$ cat src/rtl/fighter_gfx_pkg.sv
// Shared types and constants for the two-fighter sprite compositor.
// Holds the FSM encoding, colour type, default sprite geometry and key index.
package fighter_gfx_pkg;

    localparam int DEF_SPR_W   = 64;
    localparam int DEF_SPR_H   = 96;
    localparam int DEF_ADDR_W  = 14;
    localparam int DEF_P1_BASE = 0;
    localparam int DEF_P2_BASE = 6144;

    localparam logic [3:0] DEF_TRANSP_IDX = 4'd1;

    typedef enum logic [1:0] {
        IDLE,
        FETCH1,
        FETCH2,
        RESOLVE
    } state_t;

    typedef logic [11:0] rgb12_t;

    // Priority pick: upper layer unless it is the colour key.
    function automatic logic [3:0] pick_idx(
        input logic [3:0] top,
        input logic [3:0] bot,
        input logic [3:0] key
    );
        return (top != key) ? top : bot;
    endfunction

endpackage

$ cat src/rtl/sprite_hit_addr.sv
// Hit test, horizontal mirror and ROM address for one fighter sprite.
// Purely combinational; offsets are 11-bit signed so off-screen parts never hit.
module sprite_hit_addr
    import fighter_gfx_pkg::*;
#(
    parameter int SPR_W  = DEF_SPR_W,
    parameter int SPR_H  = DEF_SPR_H,
    parameter int ADDR_W = DEF_ADDR_W,
    parameter int BASE   = 0
) (
    input  logic [9:0]        draw_x_i,
    input  logic [9:0]        draw_y_i,
    input  logic [9:0]        pos_x_i,
    input  logic [9:0]        pos_y_i,
    input  logic              flip_i,
    output logic              hit_o,
    output logic [ADDR_W-1:0] addr_o
);

    localparam logic signed [10:0] W_S = 11'(SPR_W);
    localparam logic signed [10:0] H_S = 11'(SPR_H);

    logic signed [10:0] lx;
    logic signed [10:0] ly;
    logic signed [10:0] lx_f;

    assign lx = $signed({1'b0, draw_x_i}) - $signed({1'b0, pos_x_i});
    assign ly = $signed({1'b0, draw_y_i}) - $signed({1'b0, pos_y_i});

    assign hit_o = (lx >= 11'sd0) && (lx < W_S)
                && (ly >= 11'sd0) && (ly < H_S);

    assign lx_f = flip_i ? (W_S - 11'sd1 - lx) : lx;

    assign addr_o = ADDR_W'(BASE)
                  + ADDR_W'($unsigned(ly)) * ADDR_W'(SPR_W)
                  + ADDR_W'($unsigned(lx_f));

endmodule

$ cat src/rtl/fighter_pixel_arbiter.sv
// Per-pixel arbiter sharing one index ROM and palette between two fighters.
// Fetches P1 then P2, drops the colour key and composites over background.
module fighter_pixel_arbiter
    import fighter_gfx_pkg::*;
#(
    parameter int         SPR_W      = DEF_SPR_W,
    parameter int         SPR_H      = DEF_SPR_H,
    parameter int         ADDR_W     = DEF_ADDR_W,
    parameter int         P1_BASE    = DEF_P1_BASE,
    parameter int         P2_BASE    = DEF_P2_BASE,
    parameter logic [3:0] TRANSP_IDX = DEF_TRANSP_IDX
) (
    input  logic              Clk,
    input  logic              Reset,
    input  logic              pix_en,
    input  logic [9:0]        DrawX,
    input  logic [9:0]        DrawY,
    input  logic [9:0]        p1_x,
    input  logic [9:0]        p1_y,
    input  logic              p1_flip,
    input  logic [9:0]        p2_x,
    input  logic [9:0]        p2_y,
    input  logic              p2_flip,
    input  logic              p1_on_top,
    output logic              rom_rd,
    output logic [ADDR_W-1:0] rom_addr,
    input  logic [3:0]        rom_data,
    output logic [3:0]        pal_index,
    input  logic [11:0]       pal_rgb,
    input  logic [11:0]       bg_rgb,
    output logic [3:0]        red,
    output logic [3:0]        green,
    output logic [3:0]        blue,
    output logic              pix_valid,
    output logic              overrun
);

    state_t state_q, state_d;

    logic [9:0] drawx_q, drawy_q;
    logic [9:0] p2x_q, p2y_q;
    logic       p2flip_q, p1top_q;
    logic       in1_q, in2_q;
    logic [3:0] idx1_q, idx2_q;
    rgb12_t     rgb_q, rgb_d;
    logic       pix_valid_q;
    logic       overrun_q;

    logic              hit1, hit2;
    logic [ADDR_W-1:0] addr1, addr2;
    logic [3:0]        top_idx, bot_idx, sel_idx;
    logic              accept;

    assign accept = (state_q == IDLE) && pix_en;

    // P1 is tested on live inputs in the accept cycle only.
    sprite_hit_addr #(
        .SPR_W (SPR_W),
        .SPR_H (SPR_H),
        .ADDR_W(ADDR_W),
        .BASE  (P1_BASE)
    ) u_p1 (
        .draw_x_i(DrawX),
        .draw_y_i(DrawY),
        .pos_x_i (p1_x),
        .pos_y_i (p1_y),
        .flip_i  (p1_flip),
        .hit_o   (hit1),
        .addr_o  (addr1)
    );

    // P2 is tested one cycle later from the latched copies.
    sprite_hit_addr #(
        .SPR_W (SPR_W),
        .SPR_H (SPR_H),
        .ADDR_W(ADDR_W),
        .BASE  (P2_BASE)
    ) u_p2 (
        .draw_x_i(drawx_q),
        .draw_y_i(drawy_q),
        .pos_x_i (p2x_q),
        .pos_y_i (p2y_q),
        .flip_i  (p2flip_q),
        .hit_o   (hit2),
        .addr_o  (addr2)
    );

    assign top_idx = p1top_q ? idx1_q : idx2_q;
    assign bot_idx = p1top_q ? idx2_q : idx1_q;
    assign sel_idx = pick_idx(top_idx, bot_idx, TRANSP_IDX);

    // State register.
    always_ff @(posedge Clk or posedge Reset) begin
        if (Reset) state_q <= IDLE;
        else       state_q <= state_d;
    end

    // Next-state: fixed four-cycle walk, started only from IDLE.
    always_comb begin
        state_d = state_q;
        unique case (state_q)
            IDLE:    if (pix_en) state_d = FETCH1;
            FETCH1:  state_d = FETCH2;
            FETCH2:  state_d = RESOLVE;
            RESOLVE: state_d = IDLE;
        endcase
    end

    // Outputs: ROM strobe only for in-box fighters, palette only in RESOLVE.
    always_comb begin
        rom_rd    = 1'b0;
        rom_addr  = '0;
        pal_index = 4'd0;
        rgb_d     = rgb_q;
        unique case (state_q)
            IDLE: begin
                if (pix_en && hit1) begin
                    rom_rd   = 1'b1;
                    rom_addr = addr1;
                end
            end
            FETCH1: begin
                if (hit2) begin
                    rom_rd   = 1'b1;
                    rom_addr = addr2;
                end
            end
            FETCH2: ;
            RESOLVE: begin
                pal_index = sel_idx;
                rgb_d     = (sel_idx != TRANSP_IDX) ? pal_rgb : bg_rgb;
            end
        endcase
    end

    // Pixel datapath: latch context, capture indices, register colour.
    always_ff @(posedge Clk or posedge Reset) begin
        if (Reset) begin
            drawx_q     <= '0;
            drawy_q     <= '0;
            p2x_q       <= '0;
            p2y_q       <= '0;
            p2flip_q    <= 1'b0;
            p1top_q     <= 1'b0;
            in1_q       <= 1'b0;
            in2_q       <= 1'b0;
            idx1_q      <= '0;
            idx2_q      <= '0;
            rgb_q       <= '0;
            pix_valid_q <= 1'b0;
        end else begin
            pix_valid_q <= (state_q == RESOLVE);
            if (accept) begin
                drawx_q  <= DrawX;
                drawy_q  <= DrawY;
                p2x_q    <= p2_x;
                p2y_q    <= p2_y;
                p2flip_q <= p2_flip;
                p1top_q  <= p1_on_top;
                in1_q    <= hit1;
            end
            if (state_q == FETCH1) begin
                idx1_q <= in1_q ? rom_data : TRANSP_IDX;
                in2_q  <= hit2;
            end
            if (state_q == FETCH2)
                idx2_q <= in2_q ? rom_data : TRANSP_IDX;
            rgb_q <= rgb_d;
        end
    end

    // Sticky flag for strobes that arrive while a pixel is in flight.
    always_ff @(posedge Clk or posedge Reset) begin
        if (Reset)                          overrun_q <= 1'b0;
        else if (pix_en && state_q != IDLE) overrun_q <= 1'b1;
    end

    assign red       = rgb_q[11:8];
    assign green     = rgb_q[7:4];
    assign blue      = rgb_q[3:0];
    assign pix_valid = pix_valid_q;
    assign overrun   = overrun_q;

endmodule
$ cat config.mk
export PLATFORM = sky130hd
export DESIGN_NAME = fighter_pixel_arbiter
export DESIGN_NICKNAME = d
export VERILOG_FILES = /design/src/rtl/fighter_gfx_pkg.sv /design/src/rtl/sprite_hit_addr.sv /design/src/rtl/fighter_pixel_arbiter.sv
export SDC_FILE = /design/constraint.sdc
export NUM_CORES = 1
export LEC_CHECK = 0
export CAP_MARGIN = 20
export CORE_ASPECT_RATIO = 2
export CORE_UTILIZATION = 53
export CTS_BUF_LIST = sky130_fd_sc_hd__clkbuf_2
export CTS_CLUSTER_DIAMETER = 150
export DETAILED_ROUTE_END_ITERATION = 16
export PLACE_DENSITY = 0.84
export SETUP_SLACK_MARGIN = 0.3
export SLEW_MARGIN = 15
export SYNTH_ARGS = -nofsm -noshare
export SYNTH_HDL_FRONTEND = slang
export SYNTH_SLANG_ARGS = --single-unit
$ cat constraint.sdc
create_clock -name Clk -period 6.8 [get_ports Clk]
set_clock_uncertainty 0.1 [all_clocks]
set_input_delay 1.36 -clock Clk [delete_from_list [all_inputs] [get_ports Clk]]
set_output_delay 1.36 -clock Clk [all_outputs]
set_load 0.005 [all_outputs]
# After elaboration in Yosys (flattened, before gate mapping)
# Cells that the tools add are included.
# totals
ff_bits	68
inputBits	94
output_inout_bits	33
elab_cells	65
# op_classes
addsub	9
n_lt_le_gt_ge	8
eq_ne	6
mux	17
reduce_logical	11
# op_table
operator	n
$ge A11 B1 Y1 const B	4
$lt A11 B8 Y1 const B	4
$sub A10 B10 Y11	4
$add A14 B11 Y14	2
$mux W14	2
$pmux W14 S2	1
$mux W4	6
$mux W11	2
$sub A7 B11 Y11 const A	2
$add A13 B14 Y14 const A	1
$mux W12	1
$logic_and A1 B1 Y1	9
$ne A4 B1 Y1 const B	2
$pmux W2 S4	1
$eq A2 B2 Y1 const B	2
$eq A2 B1 Y1 const B	1
$logic_not A2 Y1	1
$mux W1	2
$mux W2	1
$ne A2 B2 Y1 const B	1
$pmux W1 S2	1
$reduce_bool A2 Y1	1

# Logic depth before layout (Yosys ltp)
# Gate-level depths: netlist of the first run.
# logic_depth
ltp_word	8
mapped_depth	19

# By module
# Synthesis of the first run repeated with hierarchy kept, for this count alone.
# hier_totals
cells_unflattened	633
area_unflattened_um2	5810.6
# by_module_without_submodules
module	instances	cells_per_inst	area_per_inst_um2
fighter_pixel_arbiter	1	249	3002.9
sprite_hit_addr (u_p1)	1	200	1436.4
sprite_hit_addr (u_p2)	1	184	1371.3

# Least setup slack after synthesis of the first run
# Ideal clock, no wire load.
# synth_path
path_type	input port to output port
start	input port DrawX[0]
end	output port rom_addr[12]
arrival_ps	4389
required_time_ps	5340
setup_slack_ps	951
cell_stages	18
cell_sequence	inv_1 ha_1 inv_1 fa_1 a21oi_1 o2111ai_1 xor2_1 inv_1 ha_1 nand2_1 o21ai_0 fa_1 a21o_1 a21oi_1 nor2b_1 o21ai_0 xor2_1 o22ai_1
# synth_via
elab_chain_len	8
word_cells_on_any_way	12
cone_classes	add/sub: 3; order compare: 2; mux: 3; reduce/logical: 4
# synth_lines
item	line_no	source
start, declared	fighter_pixel_arbiter.sv:16	input logic [9:0] DrawX,
$sub A10 B10 Y11 (*)	sprite_hit_addr.sv:27	assign lx = $signed({1'b0, draw_x_i}) - $signed({1'b0, pos_x_i});
parallel branches: the longest is 5 deep, another holds $add A14 B11 Y14	n/a	
$mux W14 (*)	fighter_pixel_arbiter.sv:117	if (pix_en && hit1) begin
$pmux W14 S2 (*)	fighter_pixel_arbiter.sv:115	unique case (state_q)
end, declared	fighter_pixel_arbiter.sv:26	output logic [ADDR_W-1:0] rom_addr,
# Every way passes the cells marked *.

# Worst setup path in the final report of the first run
# layout_path
start	input port DrawX[4]
end	output port rom_addr[12]
# Same word-level chain as after synthesis.

==> results of run 1 <==
-- power by group --
group / total [mW] / internal, mW / switching, mW
sequential: 0.705 / 0.575 / 0.130
clock: 0.195 / 0.0484 / 0.147
combinational: 2.82 / 1.32 / 1.50
total: 3.72 / 1.94 / 1.78
-- cell families after synthesis --
family,Yosys count,synth area share (%)
muxes,53,10.43
adders and majority gates,64,15.20
and+or+nand+nor,133,11.63
DFF,68,30.58
AOI/OAI and AO/OA,148,17.38
buffers and inverters,92,6.431
xor gates and xnor gates,53,8.343
-- registers in the layout (all words and copies together), names as in the netlist --
signal     flops
drawx_q       10
drawy_q       10
p1top_q        1
idx1_q         4
state_q        2
overrun        1
pix_valid      1
in1_q          1
p2y_q         10
p2x_q         10
rgb_q         12
in2_q          1
p2flip_q       1
idx2_q         4
-- timing repair --
action	CTS	global route
pin swaps	13	26
setup buffers	4	8
hold endpoints to repair	0	0
setup endpoints to repair	15	15
gates resized for setup	68	45
-- worst max-delay path: stages --
cell	delay, ns
sky130_fd_sc_hd__clkdlybuf4s50_1	0.51
sky130_fd_sc_hd__ha_4	0.21
sky130_fd_sc_hd__or3_1	0.36
sky130_fd_sc_hd__o31ai_2	0.20
sky130_fd_sc_hd__buf_4	0.18
sky130_fd_sc_hd__xnor2_4	0.13
sky130_fd_sc_hd__o2111ai_2	0.17
sky130_fd_sc_hd__nor3b_2	0.19
sky130_fd_sc_hd__ha_2	0.21
sky130_fd_sc_hd__nand3_2	0.09
sky130_fd_sc_hd__a2111oi_4	0.35
sky130_fd_sc_hd__o2111ai_2	0.15
sky130_fd_sc_hd__a211o_1	0.32
sky130_fd_sc_hd__buf_6	0.14
sky130_fd_sc_hd__buf_4	0.12
sky130_fd_sc_hd__o22ai_2	0.16
sky130_fd_sc_hd__buf_2	0.15
-- metal layers --
metal  track usage (%)  share of wire (%)
met5                 0                  0
met3             3.498                3.5
met2             53.06                 56
met1             26.84                 36
met4             15.85                4.5
-- cell usage in the layout (no fill, tap or decap), drive strengths merged, types with 11 or more instances in the layout --
master	Yosys	layout
clkdlybuf4s50	0	107
inv	76	76
dfrtp	68	68
ha	58	58
buf	5	50
a21oi	46	46
mux2	40	40
o21ai	36	36
nor2	33	33
xnor2	33	33
nand2	30	30
xor2	20	20
nand3	19	19
mux2i	13	13
clkbuf	11	13
nor3	12	12
nand2b	12	12
a21o	11	11
o22ai	11	11
-- path summary, 6_finish.rpt --
path	start	end	slack, ns	cells past startpoint
setup / recovery	DrawX[4]	rom_addr[12]	0.34	17
hold / removal	overrun$_DFFE_PP0P_	overrun$_DFFE_PP0P_	0.39	1
hold reg to reg	overrun$_DFFE_PP0P_	overrun$_DFFE_PP0P_	0.39	1
min in group asynchronous	Reset	rgb_q[6]$_DFFE_PP0P_	1.25	3
max in group asynchronous	Reset	drawy_q[1]$_DFFE_PP0P_	4.76	3
setup reg to reg	drawx_q[0]$_DFFE_PP0P_	in2_q$_DFFE_PP0P_	3.01	15
-- final cells by class --
cell class	instances	area, sq um
multi-input combinational	451	3797
clock buffer	11	55.05
fill	720	2560
inverter	76	285.3
antenna	1	2.502
sequential	68	1702
clock inverter	5	28.78
timing repair buffer	167	1550
tap	135	168.9
==> run summary, run 1 <==
• status: complete, no violations
• Worst EP arrival: 5.00 ns
• critical path type: input pin to primary output
• area fraction of the dominant cell type after synthesis: 30.58%
• Tot Pwr: 3.717 mW
• worst skew pair latency: 0.52 ns
• aggregate global routing overflow: 0
• count of synthesis-stage warnings from yosys: 0
• post-placement cell count: 885
• number of flip-flops and latches in the synthesized netlist: 68
• top cells by area, synth: sky130_fd_sc_hd__dfrtp_1, sky130_fd_sc_hd__ha_1, sky130_fd_sc_hd__mux2_2
• Worst IR Drop VDD: 0.3458 mV
• Inserted Clock Buffers: 9
• relative area change from synthesis to final layout: 36.41%
• post-synthesis sequential area ratio: 30.58%
• total wirelength of the detailed-routed design: 15330 microns
• instance count of the mapped netlist: 611
• fraction of layout cells with a size suffix above 1: 20.69%
• pre-CTS worst setup slack: -0.3933 ns
• count of clock tree sinks: 68
• placed cell area: 0.007159 sq mm
• number of rows created at floorplan: 52
• Cell Area, Synth: 0.005564 sq mm
• Startpoint Class: input pin
• shortest clock period the worst path allows after layout: 6.464 ns
• final max-slew violation count: 0
• largest net degree at the start of global routing: 69
• initial standard-cell utilization of the core: 54.82%
• Std-Cell Core Area: 0.01015 sq mm
• top_reg_cell synth: sky130_fd_sc_hd__dfrtp_1
• Post-synth EDFFs: 0
• number of DRC markers after the initial detailed-route iteration: 259
• library cell with the highest instance count after synthesis: sky130_fd_sc_hd__inv_1
• number of maximum-capacitance violations: 0
• PortBufs: 126
• final routed wire length divided by cell count: 16.77 microns
• Post-CTS Hold Fix Bufs: 0
• classification of the worst-slack hold path: flop to flop
• DRC Markers: 0
• ratio of final minimum period to clock period: 95.06%
• RSZ-0062 raised after global routing: no
• synth cell count leaders: sky130_fd_sc_hd__inv_1, sky130_fd_sc_hd__dfrtp_1, sky130_fd_sc_hd__ha_1
• Worst Setup Slack, final: 0.3356 ns
• cell taking the most area after synthesis: sky130_fd_sc_hd__dfrtp_1
• root buf cell: sky130_fd_sc_hd__clkbuf_2
• wire length of the first global-routing pass: 23560 microns
• share of flip-flops with an asynchronous set or reset: 100.0%
• count of pins on the block boundary: 127
• post-route antenna net violation count: 0
• number of buffers between clock root and the deepest sink: 2
• slew at the pin with the worst max-slew slack: 1.077 ns
• setup-violating endpoint count in the final report: 0
• fin area: 0.007590 sq mm
• number of global-route vias before repair: 5398
• power density over cell area: 489.8 mW/mm^2
• average vias per placed instance: 5.677
• number of non-filler instances in the completed layout: 914
• number of H-tree levels: 3
• clock slew seen by the registers of the worst setup and hold paths: 0.19 ns
• required time of the worst setup path: 5.34 ns
• Post-Route Utilization: 74.78%
• total half-perimeter wirelength after legalization and detailed placement: 11510 microns
• overall die height: 146.9 microns
• count of different cell masters after synthesis: 57
• Post-layout nets: 931
• category of the worst setup path capture point: primary output
• DIE WIDTH: 74.45 microns
• reported leakage power: 3.501 nW
• total negative slack: 0 ns
• number of search-and-repair iterations in the first detailed-routing pass: 4
• global placement routability congestion: 0.8942
• Slew headroom: 27.97%
• die footprint: 0.01094 sq mm
• number of antenna violations at the first check in global routing: 1
• syn_area_per_cell: 9.107 sq um
• Hold WS: 0.3924 ns
• maximum frequency from static timing analysis: 154.7 MHz
• hold violation total from the final report: 0
• maximum fanout count along the critical path: 3
• Post-Synthesis Net Count: 769
• clock tree from TritonCTS: built
• total track usage: 27.84%
• total number of vias: 5189
No activity file was read; power rests on OpenSTA's default activity.
==> run 2: changes to the inputs <==
- CELL_PAD_IN_SITES_DETAIL_PLACEMENT: default -> 0
- CELL_PAD_IN_SITES_GLOBAL_PLACEMENT: default -> 1
- CORE_UTILIZATION: 53 -> 40
- CTS_CLUSTER_DIAMETER: 150 -> default
- PLACE_DENSITY: 0.84 -> default
- PLACE_DENSITY_LB_ADDON: default -> 0.1
==> run 2 against run 1 <==
Net effect:
- core utilization is 19 points lower
- via count is 4.5% lower
- routed wire length is 2.4% lower
- sequential power is 2% lower
- count of clock-buffer cells in the layout is 1 higher
- largest cell class unchanged
- register-to-register slack better by 0.10 ns
==> run summary, run 2 (synthesis gave the netlist of run 1 again) <==
• status: complete, no violations
• wire length of the first global-routing pass: 24010 microns
• number of rows created at floorplan: 60
• cell count of the worst hold path: 1
• largest net degree at the start of global routing: 69
• power density over cell area: 490.6 mW/mm^2
• maximum fanout count along the critical path: 8
• post-placement cell count: 909
• aggregate global routing overflow: 0
• most repeated library cell on the critical path: sky130_fd_sc_hd__buf_4
• reg-to-reg endpoint: in2_q$_DFFE_PP0P_
• number of H-tree levels: 3
• clock tree from TritonCTS: built
• count of pins on the block boundary: 127
• Largest register FFs: 12
• largest stage delay on the critical path: 0.46 ns
• total of fill cells in the finished design: 1260
• end point of the worst hold path: overrun$_DFFE_PP0P_
• global placement routability congestion: 0.8357
• total track usage: 21.12%
• reg2reg setup slack: 3.11 ns
• PortBufs: 126
• final routed wire length divided by cell count: 16.03 microns
• Slew headroom: 37.61%
• category of the worst setup path capture point: primary output
• hold violation total from the final report: 0
• slew at the pin with the worst max-slew slack: 0.9358 ns
• clock slew seen by the registers of the worst setup and hold paths: 0.17 ns
• CP max-delay cell: sky130_fd_sc_hd__clkdlybuf4s50_1
• required time of the worst setup path: 5.34 ns
• worst hold path startpoint: overrun$_DFFE_PP0P_
• classification of the worst-slack hold path: flop to flop
• total half-perimeter wirelength after legalization and detailed placement: 11880 microns
• DRC Markers: 0
• number of maximum-capacitance violations: 0
• Std-Cell Core Area: 0.01351 sq mm
• most frequent standard cell in the layout excluding fill and tap cells: sky130_fd_sc_hd__clkdlybuf4s50_1
• Post-layout nets: 931
• die footprint: 0.01441 sq mm
• post-route antenna net violation count: 0
• pre-CTS worst setup slack: -0.4200 ns
• commonest cells after routing, fill and taps aside: sky130_fd_sc_hd__clkdlybuf4s50_1, sky130_fd_sc_hd__inv_1, sky130_fd_sc_hd__dfrtp_1
• total number of vias: 4955
• register containing the most flip-flops in the final layout: rgb_q
• setup-violating endpoint count in the final report: 0
• Post-Route Utilization: 56.08%
• root buf cell: sky130_fd_sc_hd__clkbuf_2
• Startpoint Class: input pin
• Worst EP arrival: 4.87 ns
• number of DRC markers after the initial detailed-route iteration: 153
• cell breakdown of the critical path: clkdlybuf4s50_1, inv_1, ha_4, a21oi_4, o2111ai_2, buf_4, a21o_1, a21oi_2, buf_4, o21ai_4, nor3b_2, ha_2, nand3_2, a2111oi_4, o2111ai_1, a211o_1, buf_12, o22ai_1, buf_2
• reported leakage power: 3.509 nW
• initial standard-cell utilization of the core: 41.18%
• final max-slew violation count: 0
• relative area change from synthesis to final layout: 36.20%
• number of global-route vias before repair: 5228
• total wirelength of the detailed-routed design: 14960 microns
• Inserted Clock Buffers: 9
• worst skew pair latency: 0.51 ns
• average vias per placed instance: 5.311
• number of cells on the worst reg-to-reg path: 15
• ratio of final minimum period to clock period: 93.02%
• Hold WS: 0.3912 ns
• maximum frequency from static timing analysis: 158.1 MHz
• Worst Setup Slack, final: 0.4749 ns
• number of non-filler instances in the completed layout: 933
• number of buffers between clock root and the deepest sink: 2
• number of antenna violations at the first check in global routing: 1
• Worst IR Drop VDD: 0.3689 mV
• number of search-and-repair iterations in the first detailed-routing pass: 4
• overall die height: 168.8 microns
• reg-to-reg startpoint: drawx_q[0]$_DFFE_PP0P_
• fraction of layout cells with a size suffix above 1: 20.21%
• total negative slack: 0 ns
• DIE WIDTH: 85.40 microns
• critical path type: input pin to primary output
• shortest clock period the worst path allows after layout: 6.325 ns
• count of clock tree sinks: 68
• RSZ-0062 raised after global routing: no
run 2: cell type report:
cell class / instances / area (sq um) / area share (%)
Multi-Input combinational cell: 451 / 3735 / 49.28
Sequential cell: 68 / 1702 / 22.45
Tap cell: 155 / 193.9 / 2.559
Timing Repair Buffer: 167 / 1562 / 20.60
Antenna cell: 1 / 2.502 / 0.03302
Clock inverter: 3 / 38.79 / 0.5118
Inverter: 76 / 285.3 / 3.764
Clock buffer: 12 / 60.06 / 0.7925
run 2: per-stage QoR:
step	cell area [sq um]	total power [mW]
after floorplan	5564	2.702
after global placement	7214	3.374
after detailed placement	7214	3.423
after CTS	7457	3.716
after global routing	7579	4.074
final	7579	3.718
run 2: what timing repair did:
item,CTS,global route
cloned,0,1
hold buffers,0,0
setup endpoints to repair,15,15
hold endpoints to repair,0,0
buffers inserted,5,1
pin swaps,24,22
resized for setup,53,49
run 2: metal layers:
metal  global-route usage [%]  vias up  wire (microns)
met2                    41.90      115            8468
met3                    2.438       19             488
met4                    8.116        0             326
met5                        0        -               0
met1                    21.98     2368            5675
li1                         -     2453               -
run 2: critical path: cells and delay by family:
family	cells	cell delay, ns
fa+ha+maj	2	0.50
simple gates	2	0.27
compound gates	9	1.59
buf+inv	6	1.15
run 2: worst max path at each step:
| stage | depth (start not counted) | from | slack (ns) | to |
|---|---|---|---|---|
| after floorplan | 18 | DrawX[0] | 0.95 | rom_addr[12] |
| after global placement | 21 | DrawX[0] | -0.27 | rom_addr[12] |
| after detailed placement | 20 | DrawX[0] | -0.42 | rom_addr[1] |
| after CTS | 22 | DrawX[0] | 0.24 | rom_addr[12] |
| after global routing | 15 | p1_x[8] | 0.32 | rom_addr[1] |
| final | 19 | p1_x[2] | 0.47 | rom_addr[12] |
run 2: power breakdown:
group	leakage, nW	internal (mW)	switching (mW)	total [mW]
registers	0.802	0.576	0.117	0.693
logic	2.64	1.30	1.50	2.80
clock network	0.0695	0.0861	0.137	0.223
total	3.51	1.96	1.76	3.72
==> run 3: changes to the inputs <==
- CTS_CLUSTER_SIZE: default -> 25
==> results of run 3 <==
Final layout, timing and power as in run 2 (identical DEF).
